**config.mk**
```make
export PLATFORM = sky130hd
export DESIGN_NAME = pmem_arbiter
export DESIGN_NICKNAME = d
export VERILOG_FILES = /design/src/rtl/pmem_arb_pkg.sv /design/src/rtl/rr_pick2.sv /design/src/rtl/pmem_arbiter.sv
export SDC_FILE = /design/constraint.sdc
export NUM_CORES = 1
export LEC_CHECK = 0
export CORE_AREA = 2 2 636 638
export DETAILED_ROUTE_END_ITERATION = 10
export DIE_AREA = 0 0 638 640
export GPL_ROUTABILITY_DRIVEN = 1
export HOLD_SLACK_MARGIN = 0.08
export SYNTH_ARGS = -nofsm -noshare
export SYNTH_HDL_FRONTEND = slang
export SYNTH_SLANG_ARGS = --single-unit
```
**constraint.sdc**
```tcl
create_clock -name clk -period 1.51 [get_ports clk]
set_input_delay 0.302 -clock clk [delete_from_list [all_inputs] [get_ports clk]]
set_output_delay 0.302 -clock clk [all_outputs]
set_load 0.02 [all_outputs]
```
**src/rtl/pmem_arb_pkg.sv**
```systemverilog
// Shared types and defaults for the physical-memory port arbiter.
//   arb_state_t : arbiter FSM states
//   req_id_t    : requester identity (I-cache / D-cache)
package pmem_arb_pkg;

  localparam int unsigned DefaultAddrW = 32;
  localparam int unsigned DefaultLineW = 256;

  typedef enum logic [1:0] {
    IDLE,
    GRANT_I,
    GRANT_D,
    RELEASE
  } arb_state_t;

  typedef enum logic {
    REQ_I,
    REQ_D
  } req_id_t;

endpackage

```
**src/rtl/rr_pick2.sv**
```systemverilog
// Two-way round-robin picker (combinational).
//   i_active, d_active : requester active flags (stb & cyc)
//   last_grant         : requester granted most recently
//   grant_valid        : at least one requester active
//   grant_id           : chosen requester
module rr_pick2
  import pmem_arb_pkg::*;
(
  input  logic    i_active,
  input  logic    d_active,
  input  req_id_t last_grant,
  output logic    grant_valid,
  output req_id_t grant_id
);

  always_comb begin
    grant_valid = i_active | d_active;
    grant_id    = REQ_I;
    if (i_active && d_active) begin
      // Tie goes to whoever did not win last time.
      grant_id = (last_grant == REQ_I) ? REQ_D : REQ_I;
    end else if (d_active) begin
      grant_id = REQ_D;
    end
  end

endmodule

```
**src/rtl/pmem_arbiter.sv**
```systemverilog
// Shares the single physical-memory port between the I-cache and D-cache.
// The winner's command is latched on grant and driven to memory until the
// transfer completes; resp/rdata are routed to the owner only, and any other
// active requester is held on retry.
//   clk, rst_n          : clock, asynchronous active-low reset
//   i_* / d_*           : cache-side request, write line, read line, resp, retry
//   mem_*               : memory-side command, write line, read line, resp, retry
module pmem_arbiter
  import pmem_arb_pkg::*;
#(
  parameter int unsigned ADDR_W = DefaultAddrW,
  parameter int unsigned LINE_W = DefaultLineW
) (
  input  logic              clk,
  input  logic              rst_n,
  input  logic              i_action_stb,
  input  logic              i_action_cyc,
  input  logic              i_write,
  input  logic [ADDR_W-1:0] i_address,
  input  logic [LINE_W-1:0] i_wdata,
  output logic [LINE_W-1:0] i_rdata,
  output logic              i_resp,
  output logic              i_retry,
  input  logic              d_action_stb,
  input  logic              d_action_cyc,
  input  logic              d_write,
  input  logic [ADDR_W-1:0] d_address,
  input  logic [LINE_W-1:0] d_wdata,
  output logic [LINE_W-1:0] d_rdata,
  output logic              d_resp,
  output logic              d_retry,
  output logic              mem_action_stb,
  output logic              mem_action_cyc,
  output logic              mem_write,
  output logic [ADDR_W-1:0] mem_address,
  output logic [LINE_W-1:0] mem_wdata,
  input  logic [LINE_W-1:0] mem_rdata,
  input  logic              mem_resp,
  input  logic              mem_retry
);

  arb_state_t        state_q;
  req_id_t           last_grant_q;
  logic              write_q;
  logic [ADDR_W-1:0] addr_q;
  logic [LINE_W-1:0] wdata_q;

  logic    i_active, d_active;
  logic    grant_valid;
  req_id_t grant_id;
  logic    in_grant;
  logic    mem_done;
  logic    i_done, d_done;

  assign i_active = i_action_stb & i_action_cyc;
  assign d_active = d_action_stb & d_action_cyc;

  rr_pick2 u_pick (
    .i_active    (i_active),
    .d_active    (d_active),
    .last_grant  (last_grant_q),
    .grant_valid (grant_valid),
    .grant_id    (grant_id)
  );

  // A beat flagged retry by memory is not a completion.
  assign mem_done = mem_resp & ~mem_retry;

  always_ff @(posedge clk or negedge rst_n) begin
    if (!rst_n) begin
      state_q      <= IDLE;
      last_grant_q <= REQ_D;  // I wins the first tie after reset
      write_q      <= 1'b0;
      addr_q       <= '0;
      wdata_q      <= '0;
    end else begin
      unique case (state_q)
        IDLE: begin
          if (grant_valid) begin
            last_grant_q <= grant_id;
            if (grant_id == REQ_I) begin
              state_q <= GRANT_I;
              write_q <= i_write;
              addr_q  <= i_address;
              wdata_q <= i_wdata;
            end else begin
              state_q <= GRANT_D;
              write_q <= d_write;
              addr_q  <= d_address;
              wdata_q <= d_wdata;
            end
          end
        end
        // Completion is honoured even if the owner has since dropped stb.
        GRANT_I, GRANT_D: if (mem_done) state_q <= RELEASE;
        RELEASE:          state_q <= IDLE;
        default:          state_q <= IDLE;
      endcase
    end
  end

  // Memory side is driven purely from state and latched command.
  assign in_grant       = (state_q == GRANT_I) | (state_q == GRANT_D);
  assign mem_action_stb = in_grant;
  assign mem_action_cyc = in_grant;
  assign mem_write      = in_grant & write_q;
  assign mem_address    = in_grant ? addr_q : '0;
  assign mem_wdata      = in_grant ? wdata_q : '0;

  assign i_done  = (state_q == GRANT_I) & mem_done;
  assign d_done  = (state_q == GRANT_D) & mem_done;
  assign i_resp  = i_done;
  assign d_resp  = d_done;
  assign i_rdata = i_done ? mem_rdata : '0;
  assign d_rdata = d_done ? mem_rdata : '0;

  // Gated by rst_n so every output reads 0 while reset is held.
  assign i_retry = rst_n & i_active & ~i_done;
  assign d_retry = rst_n & d_active & ~d_done;

endmodule

```
---- Word level (Yosys, flattened, before mapping) ----
Index checks and enable logic that the tools add are counted.
storage, ports and cells
  output and inout port bits .............. 807
  input bits .............................. 842
  register bits after elaboration ......... 292
operators by class
  equal/unequal tests ..................... 5
  bitwise operators ....................... 15
  reduce and logical (&&, ||, !) cells .... 5
  multiplexer cells ....................... 14
operator list
  kind                                                              number
  256-bit two-way mux                                               4
  32-bit two-way mux                                                2
  1-bit AND                                                         10
  2-bit two-way mux                                                 3
  2-bit one-hot mux with 3 select lines                             1
  2-bit == test (second input constant)                             2
  1-bit two-way mux                                                 4
  2-bit != test (second input constant)                             2
  2-bit AND reduction                                               2
  1-bit NOT                                                         3
  2-bit by 1-bit == test with 1-bit output (second input constant)  1
  2-bit logical NOT                                                 1
  1-bit bitwise OR                                                  2
  2-bit OR reduction                                                1
  1-bit logical AND                                                 1

---- Longest topological paths before layout ----
Gate-level depths: netlist of the first run.
  depth in word-level cells ............... 6
  mapped depth ............................ 7

---- By module ----
Synthesis of the first run repeated with hierarchy kept, for this count alone.
second synthesis, totals
  cell total of the unflattened synthesis .. 2177
  area total of the unflattened synthesis .. 19257.2 µm²
by module, submodules not included
  module        area an instance (µm²)  cells an instance  times used
  pmem_arbiter  19243.5                 2175               1
  rr_pick2      13.8                    2                  1

---- Worst setup path before layout of the first run ----
OpenSTA, ideal clock, no wires.
  path kind ............................... register to output
  from .................................... register state_q[0]
  to ...................................... output mem_wdata[100]
  cell stages (with the launch flop) ...... 6
  arrival ................................. 1612 ps
  buffers on the path ..................... 2
  slack ................................... -404 ps
  data required time ...................... 1208 ps
  cell sequence ........................... dfrtp_1 inv_1 ha_1 clkbuf_1 clkbuf_1 and2_1
between the ends
  word-level cells in the longest chain between the ends .. 3
  elaborated cells on any way between the ends .. 4
  classes of those cells .................. 2 x eq/ne; 1 x mux; 1 x bitwise
ends and longest elaborated chain
  what                                                                              line                 RTL
  start: declaration                                                                pmem_arbiter.sv:42   arb_state_t state_q;
  start signal: assignment                                                          pmem_arbiter.sv:71   state_q <= IDLE;
  start signal: assignment                                                          pmem_arbiter.sv:82   state_q <= GRANT_I;
  start signal: assignment                                                          pmem_arbiter.sv:87   state_q <= GRANT_D;
  2-bit by 1-bit == test with 1-bit output / 2-bit == test (equally long branches)  pmem_arbiter.sv:103  assign in_grant = (state_q == GRANT_I) | (state_q == GRANT_D);
  1-bit bitwise OR *                                                                pmem_arbiter.sv:103
  net mem_action_cyc                                                                pmem_arbiter.sv:33   output logic mem_action_cyc,
  256-bit two-way mux *                                                             pmem_arbiter.sv:108  assign mem_wdata = in_grant ? wdata_q : '0;
  end: declaration                                                                  pmem_arbiter.sv:36   output logic [LINE_W-1:0] mem_wdata,
Mark *: on every way through the listed nets, which the timed path passes. The rest lies on a longest branch.

---- Final worst setup path of the first run ----
  from .................................... register state_q[0]
  to ...................................... output mem_wdata[161]
between the ends
  word-level cells in the longest chain between the ends .. 3
  elaborated cells on any way between the ends .. 4
  classes of those cells .................. 2 x eq/ne; 1 x mux; 1 x bitwise
ends and longest elaborated chain
  what                                                                              line
  2-bit by 1-bit == test with 1-bit output / 2-bit == test (equally long branches)  pmem_arbiter.sv:103
  1-bit bitwise OR *                                                                pmem_arbiter.sv:103
  256-bit two-way mux *                                                             pmem_arbiter.sv:108
Every way passes the cells marked *; elsewhere a longest branch is shown, timed or not.

==> results of run 1 <==
## per-layer routing
| layer | vias up | share of wire |
|---|---|---|
| met2 | 2300 | 0.50 |
| met3 | 715 | 0.10 |
| met1 | 16407 | 0.32 |
| met5 | - | 0.0031 |
| li1 | 14106 | - |
| met4 | 166 | 0.065 |
## final cells by class
cell class,instances,share of cell area
timing repair buffer,2251,0.4646
inverter,3,0.0003246
clock buffer,46,0.01859
tap,5287,0.1144
clock inverter,19,0.003766
antenna,244,0.01056
sequential,292,0.1264
multi-input combinational,1983,0.2614
## power by group
group | switching (mW) | internal (mW)
Sequential | 3.00 | 11.8
Combinational | 52.1 | 47.5
Clock | 4.62 | 5.64
## sequential cells by signal (all words and copies together) (netlist names)
| register | cells |
|---|---|
| addr_q | 32 |
| wdata_q | 256 |
| state_q | 2 |
| write_q | 1 |
| last_grant_q | 1 |
## metrics by stage
stage	cells	TNS [ns]	hold WS (ns)	utilization	power (mW)
2_1_floorplan	2680	-43.49	0.006409	-	49.42
3_3_place_gp	9691	-1072.66	0.3962	0.1328	105.4
3_5_place_dp	9691	-1070.11	0.3918	0.1328	105.3
4_1_cts	9804	-1178.01	0.1164	0.1379	118.7
5_1_grt	10076	-1196.01	0.1751	0.1437	129.5
6_report	10125	-1054.35	0.1982	0.1440	124.7
## critical path, stage by stage (launching register included)
cell     delay, ns
dfrtp_1       0.36
inv_2         0.06
buf_4         0.14
ha_4          0.34
buf_12        0.19
buf_12        0.18
buf_16        0.17
and2_4        0.23
buf_12        0.12
## worst max path at each step
stage	startpoint	endpoint	slack, ns	depth (start not counted)
after detailed placement	mem_retry	i_rdata[178]	-1.58	7
after floorplan	state_q[0]	d_rdata[195]	-0.12	5
after global routing	state_q[0]	mem_wdata[161]	-1.41	8
after global placement	mem_retry	i_rdata[178]	-1.60	7
after CTS	state_q[0]	d_rdata[71]	-1.42	7
final	state_q[0]	mem_wdata[161]	-1.31	8
## cell usage after synthesis, types with 2 or more instances
| cell type | n |
|---|---|
| a21oi_1 | 578 |
| and3_1 | 512 |
| clkbuf_1 | 298 |
| and2_1 | 292 |
| dfrtp_1 | 291 |
| a311oi_1 | 289 |
| o21ai_0 | 274 |
| buf_2 | 96 |
| o21ai_1 | 17 |
| buf_1 | 4 |
| ha_1 | 4 |
| inv_1 | 3 |
| nand3_1 | 3 |
| a22oi_1 | 2 |
| a2bb2oi_1 | 2 |
| buf_6 | 2 |
| nor2b_1 | 2 |
## cells by family after synthesis
family	Yosys count	synth area share
AO/OA/AOI/OAI	1165	0.3295
AND/OR/NAND/NOR	814	0.2417
buffers and inverters	405	0.07933
flip-flops	292	0.3471
adder cells (fa/ha/maj)	4	0.002377
## what timing repair did
action / in CTS / in global routing
pin swaps: 11 / 15
setup endpoints to repair: 1099 / 1296
hold endpoints to repair: 95 / 0
hold buffers: 1 / 0
resized for setup: 1000 / 797
setup buffers: 33 / 44
gates cloned: 14 / 39
==> impl_results.md, run 1 <==
- Status: complete, but fails checks
- Failing checks: negative setup slack
- Worst EP required: 1.21 ns
- Async SR Flop Fraction: 1.000
- Most frequent cells in the layout: clkdlybuf4s50_1, a21oi_1, buf_12, buf_4, and3_4
- RSZ-0062 raised after global routing: yes
- FMAX: 0.3546 GHz
- M1 GR Usage: 0.1606
- Synthesized Nets: 3,526
- Layer with the highest usage: met2
- Startpoint Class: flop
- Core area: 0.4014 mm²
- Drt first pass iters: 5
- Sink Count: 292
- Sequential Area: 0.007308 mm²
- FILL cells: 45,428
- Num ports: 1,649
- Final GP Congestion: 1.032
- Die area: 0.4083 mm²
- PD cells: 2156 mW/mm²
- Mapped Cells: 2,680
- Most common cell after layout, fill and taps aside: clkdlybuf4s50_1
- Multi-input logic area: 0.01511 mm²
- Yosys reg bits: 292
- Worst slew pin tran: 0.8900 ns
- Cells on worst reg2reg path: 6
- Period utilisation layout: 1.867
- Vias in the first global route: 30,457
- Met2 usage: 0.2849
- Starting Density: 0.05245
- Post-place setup slack: -1.584 ns
- Placed Area: 0.05332 mm²
- Max-cap viol count: 0
- Leading area contributor after synthesis: dfrtp_1
- Post-Syn Area: 0.02106 mm²
- Initial antenna violation count: 275
- Die X: 638 µm
- CP max FO: 22
- Dpl hpwl: 304,700 µm
- Yosys warnings: 0
- Wirelength per Cell: 35.12 µm
- Hold path start: i_wdata[192]
- NumNets Final: 5,417
- CP arrival: 2.52 ns
- Skew final: 0.05925 ns
- Max Slew Vio Count: 0
- Yosys cell types: 28
- End of the worst hold path: wdata_q[192]
- Area Growth Syn to Fin: 174.6%
- Slew HR: 0.4067
- Vias per cell: 3.328
- Root Driver: clkbuf_16
- Bufs on Longest Clock Path: 3
- Syn Area/Cell: 7.857 µm²
- Top post-synthesis cells by area: dfrtp_1, and3_1, a21oi_1
- Number of flops mapped to enable cells by yosys: 0
- Die height: 640 µm
- Largest net degree at the start of global routing: 133
- CTS H-tree depth: 2
- Vias: 33,694
- Later-pin clock latency in the skew report: 0.66 ns
- R2R setup slack: -0.68 ns
- RR Startpoint: last_grant_q
- Post-synth top area share: 0.3458
- Crit end category: output port
- Tightest Hold Check Type: in2reg
- Final wirelength: 355,600 µm
- Std cell rows: 233
- First-pass GRT wire length: 415,800 µm
- Final hold violation count: 0
- ANT nets after route: 0
- Register area share after synthesis: 0.3471
- Grt met3 use: 0.06416
- Setup CP Type: reg2out
- PortBufs: 1,648
- Static Leakage: 22.00 nW
- Peak supply drop: 0.001236 V
- Residual DRC: 0
- Reg clk slew, reported paths: 0.07 ns
- Grt ovf: 0
- CTS tree: done
- WHS Path Cells: 3
- Dominant synthesized flop cell: dfrtp_1
- Final setup vio count: 1,230
- R2r endpoint: wdata_q[109]
- GRT Overall Usage: 0.1626
- Minimum clock period after layout: 2.820 ns
- Share of layout cells above drive strength 1: 0.4737
- Final Cell Area: 0.05782 mm²
- PnR worst setup slack: -1.310 ns
- Number of CTS-inserted buffers: 40
- DR iter-0 viols: 3,076
No activity file was read; power rests on OpenSTA's default activity.
==> run 2, diff against run 1 <==
Settings changed: SETUP_SLACK_MARGIN from default to 0.05, SLEW_MARGIN from default to 20.
==> run 2 against run 1 <==
Highest routed layer unchanged. The run still ends with negative setup slack left. Critical path depth did not move. Largest cell class unchanged. Sequential power hardly changed. Total power increased by 2.0%.
==> impl_results.md, run 2 (synthesis gave the netlist of run 1 again) <==
- RSZ-0062 raised after global routing: yes
- Non-filler cells in the finished layout: 10,067 (-0.57%)
- DR iter-0 viols: 3,413 (+11%)
- Root Driver: clkbuf_16
- Crit path max-delay family: buffers and inverters
- Area Growth Syn to Fin: 168.6%
- Core Util, Final: 0.1409 (-0.003117)
- Crit-path cells: inv_2, ha_4, buf_16, buf_16, buf_12, buf_16, and3_4, buf_12
- NumNets Final: 5,393 (-0.44%)
- Die height: 640 µm (unchanged)
- Final wirelength: 364,900 µm (+2.6%)
- Core area: 0.4014 mm² (unchanged)
- Largest Register: wdata_q
- RR Startpoint: state_q[0]
- Most Frequent Cell on Critical Path: buf_16
- Static Leakage: 22.12 nW (+0.52%)
- Initial antenna violation count: 285 (+3.6%)
- Grt ovf: 0 (unchanged)
- Critical Path Start: state_q[1]
- CTS tree: done
- Worst path slowest cell: dfrtp_1
- WHS: 0.2303 ns (+0.03201 ns)
- Die area: 0.4083 mm² (unchanged)
- Regs by FF count: wdata_q: 256 flops, addr_q: 32 flops, state_q: 2 flops
- Placed Area: 0.05218 mm² (-2.1%)
- Period utilisation layout: 1.795 (-0.07227)
- Reg clk slew, reported paths: 0.07 ns (about the same)
- Std cell rows: 233 (unchanged)
- Setup TNS: -964.53 ns (+89.82 ns)
- Minimum clock period after layout: 2.711 ns (-0.1091 ns)
- Failing checks: negative setup slack
- Max Slew Vio Count: 0 (unchanged)
- Setup CP Type: reg2out
- Final setup vio count: 1,099 (-11%)
- Largest net degree at the start of global routing: 60 (-55%)
- Hold path start: i_wdata[68]
- Skew final: 0.01681 ns (-0.04244 ns)
- Num ports: 1,649 (unchanged)
- Slew HR: 0.5096 (+0.1029)
- Most frequent cells in the layout: clkdlybuf4s50_1, a21oi_1, buf_4, buf_12, dfrtp_1
- Starting Density: 0.05245 (unchanged)
- PD cells: 2249 mW/mm² (+4.3%)
- Final hold violation count: 0 (unchanged)
- PortBufs: 1,648 (unchanged)
- First-pass GRT wire length: 429,400 µm (+3.3%)
- Dpl hpwl: 313,300 µm (+2.8%)
- Bufs on Longest Clock Path: 3 (unchanged)
- Startpoint Class: flop
- PnR worst setup slack: -1.201 ns (+0.1091 ns)
- Wirelength per Cell: 36.24 µm (+3.2%)
- Drt first pass iters: 8 (+3)
- Tightest Hold Check Type: in2reg
- Post-place setup slack: -1.332 ns (+0.2522 ns)
- Worst EP required: 1.21 ns (about the same)
- Final total power: 127.2 mW (+2.0%)
- Dpl cells: 9,665 (-0.27%)
- Die X: 638 µm (unchanged)
- Vias in the first global route: 30,545 (+0.29%)
- Sink Count: 292 (unchanged)
- ANT nets after route: 0 (unchanged)
- Final Cell Area: 0.05657 mm² (-2.2%)
- Crit end category: output port
- Status: complete, but fails checks
- Number of CTS-inserted buffers: 39 (-2.5%)
- Later-pin clock latency in the skew report: 0.63 ns (-0.03 ns)
- CP arrival: 2.41 ns (-0.11 ns)
- Max-cap viol count: 0 (unchanged)
- CP max FO: 7 (-68%)
- Most common cell after layout, fill and taps aside: clkdlybuf4s50_1
- Vias per cell: 3.332 (+0.13%)
- CTS H-tree depth: 2 (unchanged)
- GRT Overall Usage: 0.1689 (+0.006349)
- Residual DRC: 0 (unchanged)
- Share of layout cells above drive strength 1: 0.4368 (-0.03684)
- FILL cells: 45,524 (+0.21%)
- Max reg flops: 256 (unchanged)
- Peak supply drop: 0.001420 V (+15%)
- Vias: 33,545 (-0.44%)
- Final GP Congestion: 1.059 (+2.6%)
- FMAX: 0.3689 GHz (+4.0%)
- R2R setup slack: -0.65 ns (+0.03 ns)
- WP buf/inv: 6 (unchanged)
- Max incr delay on CP: 0.40 ns (+0.04 ns)
- Worst slew pin tran: 0.7307 ns (-0.1593 ns)
==> run 2: worst min-delay path: stages <==
cell	delay [ns]
clkdlybuf4s50_1	0.39
o21ai_0	0.07
a21oi_1	0.06
==> run 2: cell type report <==
type                    count  area, µm²  area share
flip-flops and latches    292       7308      0.1292
clock buffers              51       1124     0.01986
multi-input cells        1983      14280      0.2525
clock inverters            17      270.3    0.004778
well taps                5287       6615      0.1169
inverters                   3      18.77   0.0003318
repair buffers           2228      26430      0.4673
diodes                    206      515.5    0.009113
==> run 2: final timing paths <==
path                                     end  cells after the start
worst max register to register  wdata_q[244]                      7
worst min-delay path             wdata_q[68]                      3
worst min register to register  wdata_q[230]                      2
min in group asynchronous        wdata_q[82]                      3
max in group asynchronous         addr_q[15]                      4
worst max-delay path            i_rdata[253]                      8
==> run 2: what timing repair did <==
item / CTS / global route
gates resized for setup: 1412 / 400
pin swaps: 3 / 7
hold buffers: 1 / 0
endpoints found under the setup margin: 1099 / 1282
endpoints found under the hold margin: 42 / 0
cloned: 33 / 27
buffers inserted: 45 / 29
==> run 2: where the power goes <==
group / switching, mW / total (mW) / leakage [nW] / internal, mW
Clock: 4.50 / 10.8 / 0.685 / 6.29
Sequential: 3.18 / 15.0 / 3.25 / 11.8
Combinational: 52.5 / 101 / 18.2 / 49.0
==> run 2: metal layers <==
metal  up-vias  GRT usage  wire length, µm
met5         -          0             1104
met4       162    0.09012            22890
met3       718    0.06777            38150
met2      2248     0.3071           186700
met1     16385     0.1629           116000
li1      14032          -                -
==> run 3, diff against run 2 <==
Settings changed: CORE_AREA 2 2 636 638 to 2 2 644 646, DIE_AREA 0 0 638 640 to 0 0 646 648, TNS_END_PERCENT from default to 20.
Clock period 1.51 ns to 3.1 ns, I/O delays scaled along.
==> run 3 against run 2 <==
The flow still finishes with violations (negative setup slack). First-iteration DRC count rose by 3.9%. Die area rose by 2.5%. Combinational power down 55%. Clock power down 53%. Hold slack improved by 0.24 ns.
==> impl_results.md, run 3 (synthesis gave the netlist of run 1 again) <==
- Initial antenna violation count: 240 (-16%)
- DR iter-0 viols: 3,547 (+3.9%)
- Final hold violation count: 0 (unchanged)
- Num ports: 1,649 (unchanged)
- Most common cell after layout, fill and taps aside: clkdlybuf4s50_1
- Largest net degree at the start of global routing: 150 (+150%)
- Cells on worst reg2reg path: 6 (-1)
- Grt met3 use: 0.07284 (+0.005066)
- Final GP Congestion: 0.9248 (-13%)
- CP max FO: 18 (+11)
- Std cell rows: 236 (+1.3%)
- Sink Count: 292 (unchanged)
- Max Slew Vio Count: 0 (unchanged)
- Number of CTS-inserted buffers: 41 (+5.1%)
- CTS tree: done
- Bufs on Longest Clock Path: 3 (unchanged)
- Period utilisation layout: 1.003
- CTS H-tree depth: 2 (unchanged)
- Final wirelength: 400,500 µm (+9.8%)
- Vias in the first global route: 31,462 (+3.0%)
- Worst slew pin tran: 1.173 ns (+0.4423 ns)
- Pint: 27.64 mW (-59%)
- ANT nets after route: 0 (unchanged)
- Failing checks: negative setup slack
- Critical Path Start: state_q[1]
- Core area: 0.4119 mm² (+2.6%)
- Layer with the highest usage: met2
- Dpl hpwl: 342,600 µm (+9.4%)
- Setup CP Type: reg2out
- First-pass GRT wire length: 463,900 µm (+8.1%)
- Max-cap viol count: 0 (unchanged)
- Vias per cell: 3.344 (+0.36%)
- Max reg flops: 256 (unchanged)
- Most frequent cells in the layout: clkdlybuf4s50_1, buf_12, a21oi_1, and3_1, dfrtp_1
- Drt first pass iters: 6 (-2)
- Placed Area: 0.05084 mm² (-2.6%)
- Tightest Hold Check Type: in2reg
- Root Driver: clkbuf_16
- Non-filler cells in the finished layout: 9,910 (-1.6%)
- Final Cell Area: 0.05533 mm² (-2.2%)
- Later-pin clock latency in the skew report: 0.70 ns (+0.07 ns)
- FILL cells: 46,785 (+2.8%)
- Reg clk slew, reported paths: 0.08 ns (about the same)
- Startpoint Class: flop
- NumNets Final: 5,093 (-5.6%)
- Core Util, Final: 0.1343 (-0.006594)
- Peak supply drop: 0.0007072 V (-50%)
- Static Leakage: 20.77 nW (-6.1%)
- Logic gate share of total power: 0.789 (-0.008)
- Sw Ratio: 0.5252 (+0.05228)
- Die height: 648 µm (+1.3%)
- PnR worst setup slack: -0.008954 ns (+1.192 ns)
- RSZ-0062 raised after global routing: yes
- Grt ovf: 0 (unchanged)
- Clock Power Share: 0.087 (+0.002)
- Switching power: 30.57 mW (-49%)
- R2R setup slack: 0.77 ns (+1.42 ns)
- Regs by FF count: wdata_q: 256 flops, addr_q: 32 flops, state_q: 2 flops
- Final total power: 58.21 mW (-54%)
- R2r endpoint: wdata_q[193]
- Die X: 646 µm (+1.3%)
- RR Startpoint: state_q[1]
- Share of layout cells above drive strength 1: 0.3442 (-0.09257)
- Capture point of the critical path: i_rdata[36]
- Sequential share of power: 0.124 (+0.006)
- GRT Overall Usage: 0.1805 (+0.01163)
- Hold path start: i_wdata[14]
- Worst EP required: 2.48 ns (+1.27 ns)
- Starting Density: 0.05112 (-0.001335)
- PD cells: 1052 mW/mm² (-53%)
- PortBufs: 1,648 (unchanged)
- Status: complete, but fails checks
- Vias: 33,142 (-1.2%)
- Residual DRC: 0 (unchanged)
- Slew HR: 0.2180 (-0.2916)
- Largest Register: wdata_q
- Dpl cells: 9,587 (-0.81%)
- CP arrival: 2.49 ns (+0.08 ns)
- Met2 usage: 0.3229 (+0.01580)
- Area Growth Syn to Fin: 162.8%
- Crit end category: output port
- Wirelength per Cell: 40.42 µm (+12%)
- Minimum clock period after layout: 3.109 ns
- Die area: 0.4186 mm² (+2.5%)
- M1 GR Usage: 0.1768 (+0.01398)
- FMAX: 0.3217 GHz
- Skew final: 0.06097 ns (+0.04416 ns)
- Final setup vio count: 4 (-99.6%)
## run 3: cell types whose count changed in the layout (fill, tap and decap cells not counted), sizes merged
| cell | before | now |
|---|---|---|
| buf | 1232 | 925 |
| bufbuf | 2 | 8 |
| bufinv | 6 | 1 |
| clkbuf | 97 | 180 |
| clkdlybuf4s15 | 66 | 4 |
| clkdlybuf4s50 | 842 | 838 |
| clkinvlp | 1 | 5 |
| diode | 206 | 160 |
| dlygate4sd2 | 39 | 25 |
| dlymetal6s2s | 0 | 1 |
## run 3: cell type report
| class | instances | area (µm²) | area share |
|---|---|---|---|
| clock inverter | 16 | 165.2 | 0.002985 |
| tap | 5474 | 6849 | 0.1238 |
| antenna | 160 | 400.4 | 0.007237 |
| multi-input combinational | 1983 | 13420 | 0.2426 |
| inverter | 3 | 21.27 | 0.0003845 |
| clock buffer | 56 | 1154 | 0.02085 |
| sequential | 292 | 7310 | 0.1321 |
| timing repair buffer | 1926 | 26010 | 0.4701 |
## run 3: critical path: stages, from the launching register on
cell     delay [ns]
dfrtp_2        0.45
inv_4          0.10
ha_4           0.27
buf_16         0.22
buf_12         0.14
buf_16         0.15
and3_1         0.25
buf_12         0.14
## run 3: per-layer routing
metal	wire length, µm	part of all wire
met5	695	0.0017
met1	130300	0.33
met3	41580	0.10
met2	204500	0.51
met4	23430	0.058
## run 3: what timing repair did
action / 4_1_cts / 5_1_grt
hold endpoints to repair: 1 / 0
hold buffers: 1 / 0
resized for setup: 431 / 547
endpoints found under the setup margin: 806 / 630
pin swaps: 4 / 14
buffers inserted: 38 / 8
cloned: 27 / 17
## run 3: how the worst min path moves through the flow
stage,end,slack (ns),cells past startpoint
after floorplan,addr_q[0],0.32,0
after global placement,wdata_q[115],0.50,2
after detailed placement,wdata_q[223],0.50,2
after CTS,wdata_q[14],0.39,3
after global routing,wdata_q[17],0.45,3
final,wdata_q[14],0.47,3
## run 3: power groups by stage
stage	Clock [mW]	Sequential, mW	Combinational [mW]
finish	5.08	7.19	45.9
global route	5.36	7.39	48.2
CTS	5.26	7.13	44.6
detailed placement	0	7.16	42.6
global placement	0	7.18	42.9
floorplan	0	6.40	12.8
## run 3: per-stage QoR
| step | TNS (ns) | setup WS [ns] | hold slack, ns |
|---|---|---|---|
| 2_1_floorplan | 0 | 0.6213 | 0.3244 |
| 3_3_place_gp | -258.56 | -0.8935 | 0.5038 |
| 3_5_place_dp | -234.07 | -0.8471 | 0.5037 |
| 4_1_cts | -27.41 | -0.1727 | 0.3860 |
| 5_1_grt | -3.442 | -0.09618 | 0.4456 |
| 6_report | -0.01521 | -0.008954 | 0.4689 |
